`src/rtl/tick_pkg.sv`:
```
// Shared types and constants for the tick_control start/stop/clear prescaler block.
package tick_pkg;

    typedef enum logic [1:0] {
        IDLE  = 2'd0,
        RUN   = 2'd1,
        PAUSE = 2'd2
    } state_e;

    localparam int SYNC_DEPTH = 2;

endpackage

```
`src/rtl/edge_detect.sv`:
```
// Button rising-edge detector; with TICK_CONTROL_SYNC_EN defined the input first
// passes a SYNC_DEPTH-flop synchronizer, otherwise it is sampled directly.
module edge_detect
    import tick_pkg::*;
(
    input  logic clk_i,
    input  logic rst_i,
    input  logic btn_i,
    output logic pulse_o
);

    logic raw;
    logic sample_q;
    logic prev_q;

`ifdef TICK_CONTROL_SYNC_EN
    logic [SYNC_DEPTH-1:0] sync_q;

    always_ff @(posedge clk_i or posedge rst_i) begin
        if (rst_i) begin
            sync_q <= '0;
        end else begin
            sync_q <= {sync_q[SYNC_DEPTH-2:0], btn_i};
        end
    end

    assign raw = sync_q[SYNC_DEPTH-1];
`else
    assign raw = btn_i;
`endif

    // prev_q resets to 0 so a button already held at reset release still yields an edge.
    always_ff @(posedge clk_i or posedge rst_i) begin
        if (rst_i) begin
            sample_q <= 1'b0;
            prev_q   <= 1'b0;
        end else begin
            // NOTE: non-blocking so prev_q takes the old sample_q, forming a two-stage shift.
            sample_q <= raw;
            prev_q   <= sample_q;
        end
    end

    assign pulse_o = sample_q & ~prev_q;

endmodule

```
`src/rtl/tick_control.sv`:
```
// Start/stop/clear control FSM with a DIVISOR-cycle prescaler producing ENA ticks.
// Define TICK_CONTROL_SYNC_EN to add input synchronizers (edge latency 3 instead of 1).
module tick_control
    import tick_pkg::*;
#(
    parameter int DIVISOR = 50000,
    parameter int WIDTH   = (DIVISOR > 1) ? $clog2(DIVISOR) : 1
) (
    input  logic CLOCK,
    input  logic RESET,
    input  logic START,
    input  logic STOP,
    input  logic CLEAR,
    output logic ENA,
    output logic CLEAR_N,
    output logic RUNNING
);

    logic start_edge;
    logic stop_edge;
    logic clear_edge;

    edge_detect u_start (.clk_i(CLOCK), .rst_i(RESET), .btn_i(START), .pulse_o(start_edge));
    edge_detect u_stop  (.clk_i(CLOCK), .rst_i(RESET), .btn_i(STOP),  .pulse_o(stop_edge));
    edge_detect u_clear (.clk_i(CLOCK), .rst_i(RESET), .btn_i(CLEAR), .pulse_o(clear_edge));

    state_e           state_q, state_d;
    logic [WIDTH-1:0] presc_q, presc_d;
    logic             ena_q, ena_d;
    logic             clear_n_q, clear_n_d;
    logic             at_top;

    assign at_top = (presc_q == WIDTH'(DIVISOR - 1));

    always_comb begin
        // NOTE: every output of this block gets a default first so no latch is inferred.
        state_d   = state_q;
        presc_d   = presc_q;
        ena_d     = 1'b0;
        clear_n_d = 1'b1;

        // Clear wins over everything and also suppresses a tick due this cycle.
        if (clear_edge) begin
            state_d   = IDLE;
            presc_d   = '0;
            clear_n_d = 1'b0;
        end else begin
            case (state_q)
                IDLE: begin
                    presc_d = '0;
                    if (start_edge) state_d = RUN;
                end
                RUN: begin
                    ena_d   = at_top;
                    presc_d = at_top ? '0 : presc_q + WIDTH'(1);
                    if (stop_edge) state_d = PAUSE;
                end
                PAUSE: begin
                    if (start_edge) state_d = RUN;
                end
                default: begin
                    state_d = IDLE;
                    presc_d = '0;
                end
            endcase
        end
    end

    always_ff @(posedge CLOCK or posedge RESET) begin
        if (RESET) begin
            state_q   <= IDLE;
            presc_q   <= '0;
            ena_q     <= 1'b0;
            clear_n_q <= 1'b1;
        end else begin
            state_q   <= state_d;
            presc_q   <= presc_d;
            ena_q     <= ena_d;
            clear_n_q <= clear_n_d;
        end
    end

    assign ENA     = ena_q;
    assign CLEAR_N = clear_n_q;
    assign RUNNING = (state_q == RUN);

endmodule

```
`config.mk`:
```
export PLATFORM = sky130hd
export DESIGN_NAME = tick_control
export DESIGN_NICKNAME = d
export VERILOG_FILES = /design/src/rtl/tick_pkg.sv /design/src/rtl/edge_detect.sv /design/src/rtl/tick_control.sv
export SDC_FILE = /design/constraint.sdc
export NUM_CORES = 1
export LEC_CHECK = 0
export ABC_CLOCK_PERIOD_IN_PS = 1870
export CORE_AREA = 2 2 57 59
export CTS_CLUSTER_SIZE = 10
export DETAILED_ROUTE_END_ITERATION = 16
export DIE_AREA = 0 0 59 61
export HOLD_SLACK_MARGIN = 0.08
export PLACE_DENSITY_LB_ADDON = 0.2
export SLEW_MARGIN = 30
export SYNTH_ARGS = -nofsm -noshare
export SYNTH_HDL_FRONTEND = slang
export SYNTH_HIERARCHICAL = 1
export SYNTH_SLANG_ARGS = --single-unit
```
`constraint.sdc`:
```
create_clock -name CLOCK -period 1.87 [get_ports CLOCK]
set_clock_uncertainty 0.15 [all_clocks]
set_input_delay 0.2805 -clock CLOCK [delete_from_list [all_inputs] [get_ports CLOCK]]
set_output_delay 0.2805 -clock CLOCK [all_outputs]
set_load 0.005 [all_outputs]
```
; ---- Word-level counts from Yosys, hierarchy flattened
; Index checks and enable logic that the tools add are counted.
[word_totals]
register_bits = 26
out_inout_bits = 3
elab_cells = 36
[classes]
n_addsub = 1
n_eq_ne = 6
mux = 10
bitwise = 6
reduce_logical = 3
[op_table]
columns = cell, count
row1 = 2-to-1 mux 16 bit, 2
row2 = case mux 16 bit (2 select lines), 1
row3 = "adder 16 x 1 -> 16 bit, second input constant", 1
row4 = "== test 16 bit, second input constant", 1
row5 = 2-to-1 mux 2 bit, 3
row6 = "!= test 3 x 1 -> 1 bit, second input constant", 2
row7 = case mux 2 bit (2 select lines), 1
row8 = bitwise AND 1 bit, 3
row9 = 2-to-1 mux 1 bit, 3
row10 = NOT 1 bit, 3
row11 = "== test 2 x 1 -> 1 bit, second input constant", 1
row12 = "== test 2 bit, second input constant", 1
row13 = zero test 2 bit, 1
row14 = "!= test 2 bit, second input constant", 1
row15 = AND reduction 2 bit, 1
row16 = OR reduction 2 bit, 1

; ---- Longest topological paths before layout
; Gate-level depths: netlist (run 1).
[depth]
depth_word = 5
mapped_depth = 6
ltp_nobuf = 5

; ---- Modules after synthesis
; Netlist (run 1), hierarchy kept.
[by_module_without_submodules]
columns = mod, n_inst, cells_per_inst, area_per_inst_um2, seq_area_each_um2
row1 = tick_control, 1, 117, 1138.6, 501.7
row2 = edge_detect, 3, 4, 67.6, 50.0

; ---- Least setup slack after synthesis (run 1)
; Ideal clock, no wire load.
[synth_timing]
path_type = flip-flop to flip-flop
from = register presc_q[11]
to = register presc_q[7]
arrival_ns = 1.775
path_slack_ns = -0.181
path_stages_with_launch = 6
synth_period_minus_slack_ns = 2.051
cell_sequence = dfrtp_1 or4b_4 nor4_4 buf_6 nor3_2 a221o_1
[synth_via]
elab_chain_cells = 4
[synth_rtl]
columns = element, line
row1 = from (decl), tick_control.sv:28  ; logic [WIDTH-1:0] presc_q, presc_d;
row2 = from (signal assigned), tick_control.sv:77  ; presc_q <= presc_d;
row3 = == test 16 bit, tick_control.sv:33  ; assign at_top = (presc_q == WIDTH'(DIVISOR - 1));
row4 = 2-to-1 mux 16 bit, tick_control.sv:55  ; presc_d = at_top ? '0 : presc_q + WIDTH'(1);
row5 = case mux 16 bit (2 select lines), tick_control.sv:48  ; case (state_q)
row6 = 2-to-1 mux 16 bit, tick_control.sv:43  ; if (clear_edge) begin
; No other way between the ends.
; A chain may end at the register's enable or synchronous reset.

; ---- Worst setup path in the final report (run 1)
[layout_timing]
from = register presc_q[10]
to = register presc_q[7]
; The elaborated chain is that of the path after synthesis.

==> results of run 1 <==
==> cell usage in the layout, fill, tap and decap left out, drive strengths merged, types with 2 or more instances in the layout <==
cell type,n
o31ai,4
a22o,2
dfrtp,25
buf,27
a21oi,2
nor2,6
inv,7
nand4,3
nor3b,4
o21ai,8
o21a,3
o311ai,3
nand2,10
nor4,6
nor3,8
nor2b,5
nand3,6
clkdlybuf4s50,6
clkbuf,4
or3b,2
or4b,2
nand2b,2
==> per-stage QoR <==
stage | std cells | power (mW) | worst slack [ns] | area (um^2) | TNS, ns
floorplan | 129 | 0.6711 | -0.1803 | 1341 | -0.9730
global placement | 191 | 0.7278 | -0.04251 | 1624 | -0.2576
detailed placement | 191 | 0.7321 | -0.08406 | 1624 | -0.6066
CTS | 196 | 0.9828 | -0.1045 | 1667 | -0.7499
global route | 197 | 1.031 | -0.1784 | 1708 | -1.956
finish | 197 | 0.9776 | -0.1104 | 1708 | -0.9263
==> metal layers <==
layer / wire length, um / vias to the layer above / global-route usage / share of wire
met5: 0 / - / 0 / 0
met4: 46 / 0 / 0.09091 / 0.016
met3: 132 / 6 / 0.02345 / 0.046
met2: 1437 / 34 / 0.3159 / 0.50
met1: 1273 / 564 / 0.2427 / 0.44
li1: - / 552 / - / -
==> cells by family (layout without fill, tap and decap cells) <==
logic type               count (synthesis)  after routing  share of synthesized area
buffers and inverters                   11             46                    0.03731
AND/OR/NAND/NOR                         59             59                     0.2920
multiplexers                             1              1                   0.007463
AO/OA/AOI/OAI                           29             29                     0.1549
adder cells (fa/ha/maj)                  1              1                   0.009327
XOR/XNOR                                 2              2                    0.01306
flip-flops                              26             26                     0.4860
==> sequential cells by signal, indices dropped and copies added, names as in the netlist <==
name	count
CLEAR_N	1
u_stop/prev_q	1
u_start/prev_q	1
state_q	2
u_start/sample_q	1
u_clear/sample_q	1
u_clear/prev_q	1
presc_q	16
ENA	1
u_stop/sample_q	1
==> cell type report <==
| class | instances | area (um^2) |
|---|---|---|
| repair buffers | 35 | 285.3 |
| fillers | 278 | 1245 |
| well taps | 33 | 41.29 |
| clock buffers | 4 | 26.28 |
| flip-flops and latches | 26 | 651.9 |
| multi-input cells | 92 | 676.9 |
| inverters | 7 | 26.28 |
==> where the power goes <==
group	switching, mW	internal, mW	leakage (nW)
sequential	0.0121	0.579	0.344
combinational	0.0679	0.0689	0.389
clock	0.166	0.0835	0.0150
==> final timing paths <==
check,endpoint,cells past startpoint,from
min in group asynchronous,u_start/sample_q,3,RESET
hold reg to reg,u_start/prev_q,0,u_start/sample_q
max in group asynchronous,CLEAR_N,4,RESET
hold / removal,u_start/sample_q,1,START
setup / recovery,presc_q[7],5,presc_q[10]
setup reg to reg,presc_q[7],5,presc_q[10]
==> what timing repair did <==
item | CTS | global route
setup buffers | 0 | 1
endpoints found under the hold margin | 6 | 0
hold buffers | 1 | 0
pin swaps | 3 | 0
setup endpoints to repair | 16 | 16
gates resized for setup | 8 | 7
==> metrics.cfg, run 1 <==
[clock_network]
ctsHtreeMaxLevel = 1
path_clk_slew_ns = 0.15
numCtsBuffers = 3
clock_latency_ns = 0.32
cts_tree = done
max-clock-path-buffers = 2
cts_sinks = 26
clockRootBuffer = clkbuf_4

[power_and_ir_drop]
peakVddDrop_v = 0.0003460
power_leakage_nw = 0.7479
p_per_area_nw_per_um2 = 572.4

[drt]
wire_per_inst_um = 14.67
viasPerCell = 5.868
num_vias = 1156
drt_iter0_drc = 45
drtAntennaViolNets = 0
drc = 0
first_pass_iters = 4
wirelength_um = 2890

[worst_setup_path]
endpoint_kind = flop
cp_top_family = simple AND/OR/NAND/NOR gates
crit_slowest_cell = or4b_4
path_buf_inv = 1
slowest_delay_ns = 0.53
required_ns = 1.95
cp_max_fo = 5
cp_cell_sequence = or4b_4 > nor4_4 > buf_4 > nor3_2 > a221o_1
crit_arrival_ns = 2.06
reg2reg_setup_slack_ns = -0.11
setup.worst_path.start_class = flop
timing_worst_setup_path_type = flop to flop

[timing]
rsz0062_at_grt = yes
setup_violations = 14
period_share = 1.059
min_period_ns = 1.980
fmax_ghz = 0.5049
maxSlewViolCount = 0
slew_headroom = 0.7710
hold_ws_ns = 0.2281
fin_ws_ns = -0.1104
worst_pin_slew_ns = 0.3392
hold_viol_final = 0

[synth]
ys_top_cells_by_area = dfrtp_1 47%, nor2b_4 3.1%, o21ai_0 3.0%, nand2_1 2.8%, nor3_1 2.6%
synth.top_cell.area_share = 0.4664
synth_flop_cell = dfrtp_1
syn-cell-area_um2 = 1341
syn-mean-instance-area_um2 = 10.40
ys_ff_latch = 26
synth-edff-count = 0
synth.distinct_cells = 43
postSynth.asyncResetShare = 1.000
yosysMostFrequentCell = dfrtp_1
postSynthCellCount = 129
seq_area_frac_synth = 0.4860
synth_common_cells = 25 x dfrtp_1, 10 x nand2_1, 8 x o21ai_0
synth_fp_nets = 135
ys_warn_count = 6
synth_top_area_cell = dfrtp_1

[flow_run]
drv_cap = 0

[die]
start_util = 0.4542
io_pins = 8
rows = 20
coreArea_um2 = 2953
dieArea_um2 = 3599
die_height_um = 61
die_w_um = 59

[min_path]
hp-class = input pin to flop

[final_layout]
drive_above_1_share = 0.2988
syn2layout_area_growth_pct = 27.33
fin_nets = 171
antenna_cells = 0
final_util = 0.5784

[place]
port_buffers = 7
gp_congestion = 0.8643
place_hpwl_um = 2189

[global_route]
antenna_found_initial = 0
grtUsageTotal = 0.1886
grt_pass1_wl_um = 5106
grt_max_degree = 21
grt_pass1_vias = 1139
grt_overflow = 0

[run_status]
violations = negative setup slack
outcome = finished, violations left

(Power assumes the default switching activity.)
==> inputs of run 2 (changes only) <==
Settings changed: CORE_AREA 2 2 57 59 to 2 2 54 56, CTS_CLUSTER_SIZE 10 to 30, DIE_AREA 0 0 59 61 to 0 0 56 58, SLEW_MARGIN 30 to unset.
==> run 2 against run 1 <==
Effect of this change:
- the flow still finishes with violations (negative setup slack)
- flip-flop and latch count unchanged
- largest cell class unchanged
- global-route usage increased by 4.3 points
- hold slack got worse by 0.017 ns
- highest routed layer unchanged
==> metrics.cfg, run 2 (synthesis results as in run 1) <==
[timing]
period_share = 1.077  ; +0.01837
rsz0062_at_grt = yes
slew_headroom = 0.7419  ; -0.02915
min_period_ns = 2.015  ; +0.03435 ns
maxSlewViolCount = 0  ; unchanged
hold_ws_ns = 0.2115  ; -0.01664 ns
fin_tns_setup_ns = -1.268  ; -0.3419 ns
setup_violations = 14  ; unchanged
fin_ws_ns = -0.1448  ; -0.03435 ns
hold_viol_final = 0  ; unchanged
fmax_ghz = 0.4963  ; -1.7%
worst_pin_slew_ns = 0.3868  ; +0.04760 ns

[place]
place_area_um2 = 1652  ; +1.7%
port_buffers = 7  ; unchanged
place_hpwl_um = 2312  ; +5.6%
dp_cells = 193  ; +1.0%
post-place-ws_ns = -0.1386  ; -0.05449 ns
gp_congestion = 0.8922  ; +3.2%

[die]
die_height_um = 58  ; -4.9%
dieArea_um2 = 3248  ; -9.8%
rows = 19  ; -5.0%
start_util = 0.5038  ; +0.04952
die_w_um = 56  ; -5.1%
coreArea_um2 = 2663  ; -9.8%
io_pins = 8  ; unchanged

[final_layout]
final_common_cell = buf_4
top_regs = presc_q (16), state_q (2)
stdcell_count = 203  ; +3.0%
largest_reg_flops = 16  ; unchanged
top_register = presc_q
antenna_cells = 0  ; unchanged
syn2layout_area_growth_pct = 38.06
final_cell_mix = 31 x buf_4, 25 x dfrtp_1, 10 x nand2_1
fin_nets = 179  ; +4.7%
final_util = 0.6955  ; +0.1171
final_area_um2 = 1852  ; +8.4%
drive_above_1_share = 0.3895  ; +0.09075

[power_and_ir_drop]
sequentialPowerShare = 0.510  ; -0.095
p_clk_frac = 0.348  ; +0.093
swShare = 0.2387  ; -0.01301
combPwrFrac = 0.142  ; +0.002
power.total_mw = 1.154  ; +18%
p_per_area_nw_per_um2 = 623.0  ; +8.8%
peakVddDrop_v = 0.0004463  ; +29%
p_int_mw = 0.8782  ; +20%
power_leakage_nw = 0.8142  ; +8.9%
power.switching_mw = 0.2753  ; +12%

[drt]
wire_per_inst_um = 16.26  ; +11%
drtAntennaViolNets = 0  ; unchanged
num_vias = 1198  ; +3.6%
first_pass_iters = 4  ; unchanged
wirelength_um = 3301  ; +14%
drt_iter0_drc = 50  ; +11%
viasPerCell = 5.901  ; +0.57%
drc = 0  ; unchanged

[worst_setup_path]
r2r-start = presc_q[10]
timing_worst_setup_path_type = flop to flop
rr_endpoint = presc_q[9]
path_common_cell = buf_6
cp_top_family = simple AND/OR/NAND/NOR gates
slowest_delay_ns = 0.54  ; about the same
crit_slowest_cell = or4b_4
endpoint_kind = flop
required_ns = 1.96  ; about the same
path_buf_inv = 2  ; +1
cp_cell_sequence = or4b_4 > nor4_4 > buf_6 > buf_6 > o31ai_2 > a22o_1
reg2reg_setup_slack_ns = -0.14  ; -0.03 ns
setup.worst_path.start_class = flop
crit_arrival_ns = 2.11  ; +0.05 ns
r2r_cells = 6  ; +1
cp_max_fo = 6  ; +1

[global_route]
grtUsageTotal = 0.2312  ; +0.04265
grt_pass1_wl_um = 5782  ; +13%
grt_max_degree = 16  ; -24%
antenna_found_initial = 0  ; unchanged
grt_pass1_vias = 1198  ; +5.2%
grt_overflow = 0  ; unchanged

[clock_network]
cts_sinks = 26  ; unchanged
path_clk_slew_ns = 0.15  ; about the same
cts_tree = done
ctsHtreeMaxLevel = 1  ; unchanged
max-clock-path-buffers = 2  ; unchanged
numCtsBuffers = 3  ; unchanged
clockRootBuffer = clkbuf_4
clock_latency_ns = 0.33  ; about the same

[run_status]
outcome = finished, violations left
violations = negative setup slack

[min_path]
holdPathEnd = u_stop/sample_q
worstHoldPathCells = 1  ; unchanged
min_from = STOP
hp-class = input pin to flop

[flow_run]
drv_cap = 0  ; unchanged

==> run 2: worst register-to-register path, delay by kind of cell, from the launching register on <==
family	cells	cell delay [ns]
buffers and inverters	2	0.29
AO/OA/AOI/OAI	2	0.30
flip-flops	1	0.41
AND/OR/NAND/NOR	2	0.78
==> run 2: power by group through the flow <==
stage	clock, mW	combinational (mW)	sequential [mW]
final	0.401	0.164	0.588
after global routing	0.425	0.181	0.590
after CTS	0.407	0.159	0.589
after detailed placement	0	0.142	0.599
after global placement	0	0.137	0.598
after floorplan	0	0.0690	0.602
==> run 2: worst max-delay path by stage <==
stage	startpoint	end	slack, ns	depth (start not counted)
CTS	presc_q[13]	presc_q[7]	-0.13	6
global placement	presc_q[11]	presc_q[7]	-0.11	5
detailed placement	presc_q[11]	presc_q[8]	-0.14	5
finish	presc_q[10]	presc_q[9]	-0.14	6
global route	presc_q[11]	presc_q[9]	-0.23	6
floorplan	presc_q[11]	presc_q[7]	-0.18	5
==> run 2: metal layers <==
| metal | track usage | share of wire |
|---|---|---|
| met5 | 0 | 0 |
| met1 | 0.2929 | 0.43 |
| met3 | 0.02902 | 0.043 |
| met4 | 0.08503 | 0.016 |
| met2 | 0.4084 | 0.51 |
==> run 2: layout make-up <==
type | count | area [um^2]
clock inverters | 1 | 30.03
repair buffers | 43 | 356.6
fillers | 203 | 810.8
flip-flops and latches | 26 | 651.9
clock buffers | 3 | 22.52
inverters | 7 | 26.28
multi-input cells | 92 | 725.7
well taps | 31 | 38.79
==> run 2: what timing repair did <==
action | 4_1_cts | 5_1_grt
setup endpoints to repair | 16 | 16
gates resized for setup | 24 | 4
hold buffers | 1 | 0
pin swaps | 12 | 5
endpoints found under the hold margin | 6 | 0
buffers inserted | 3 | 2
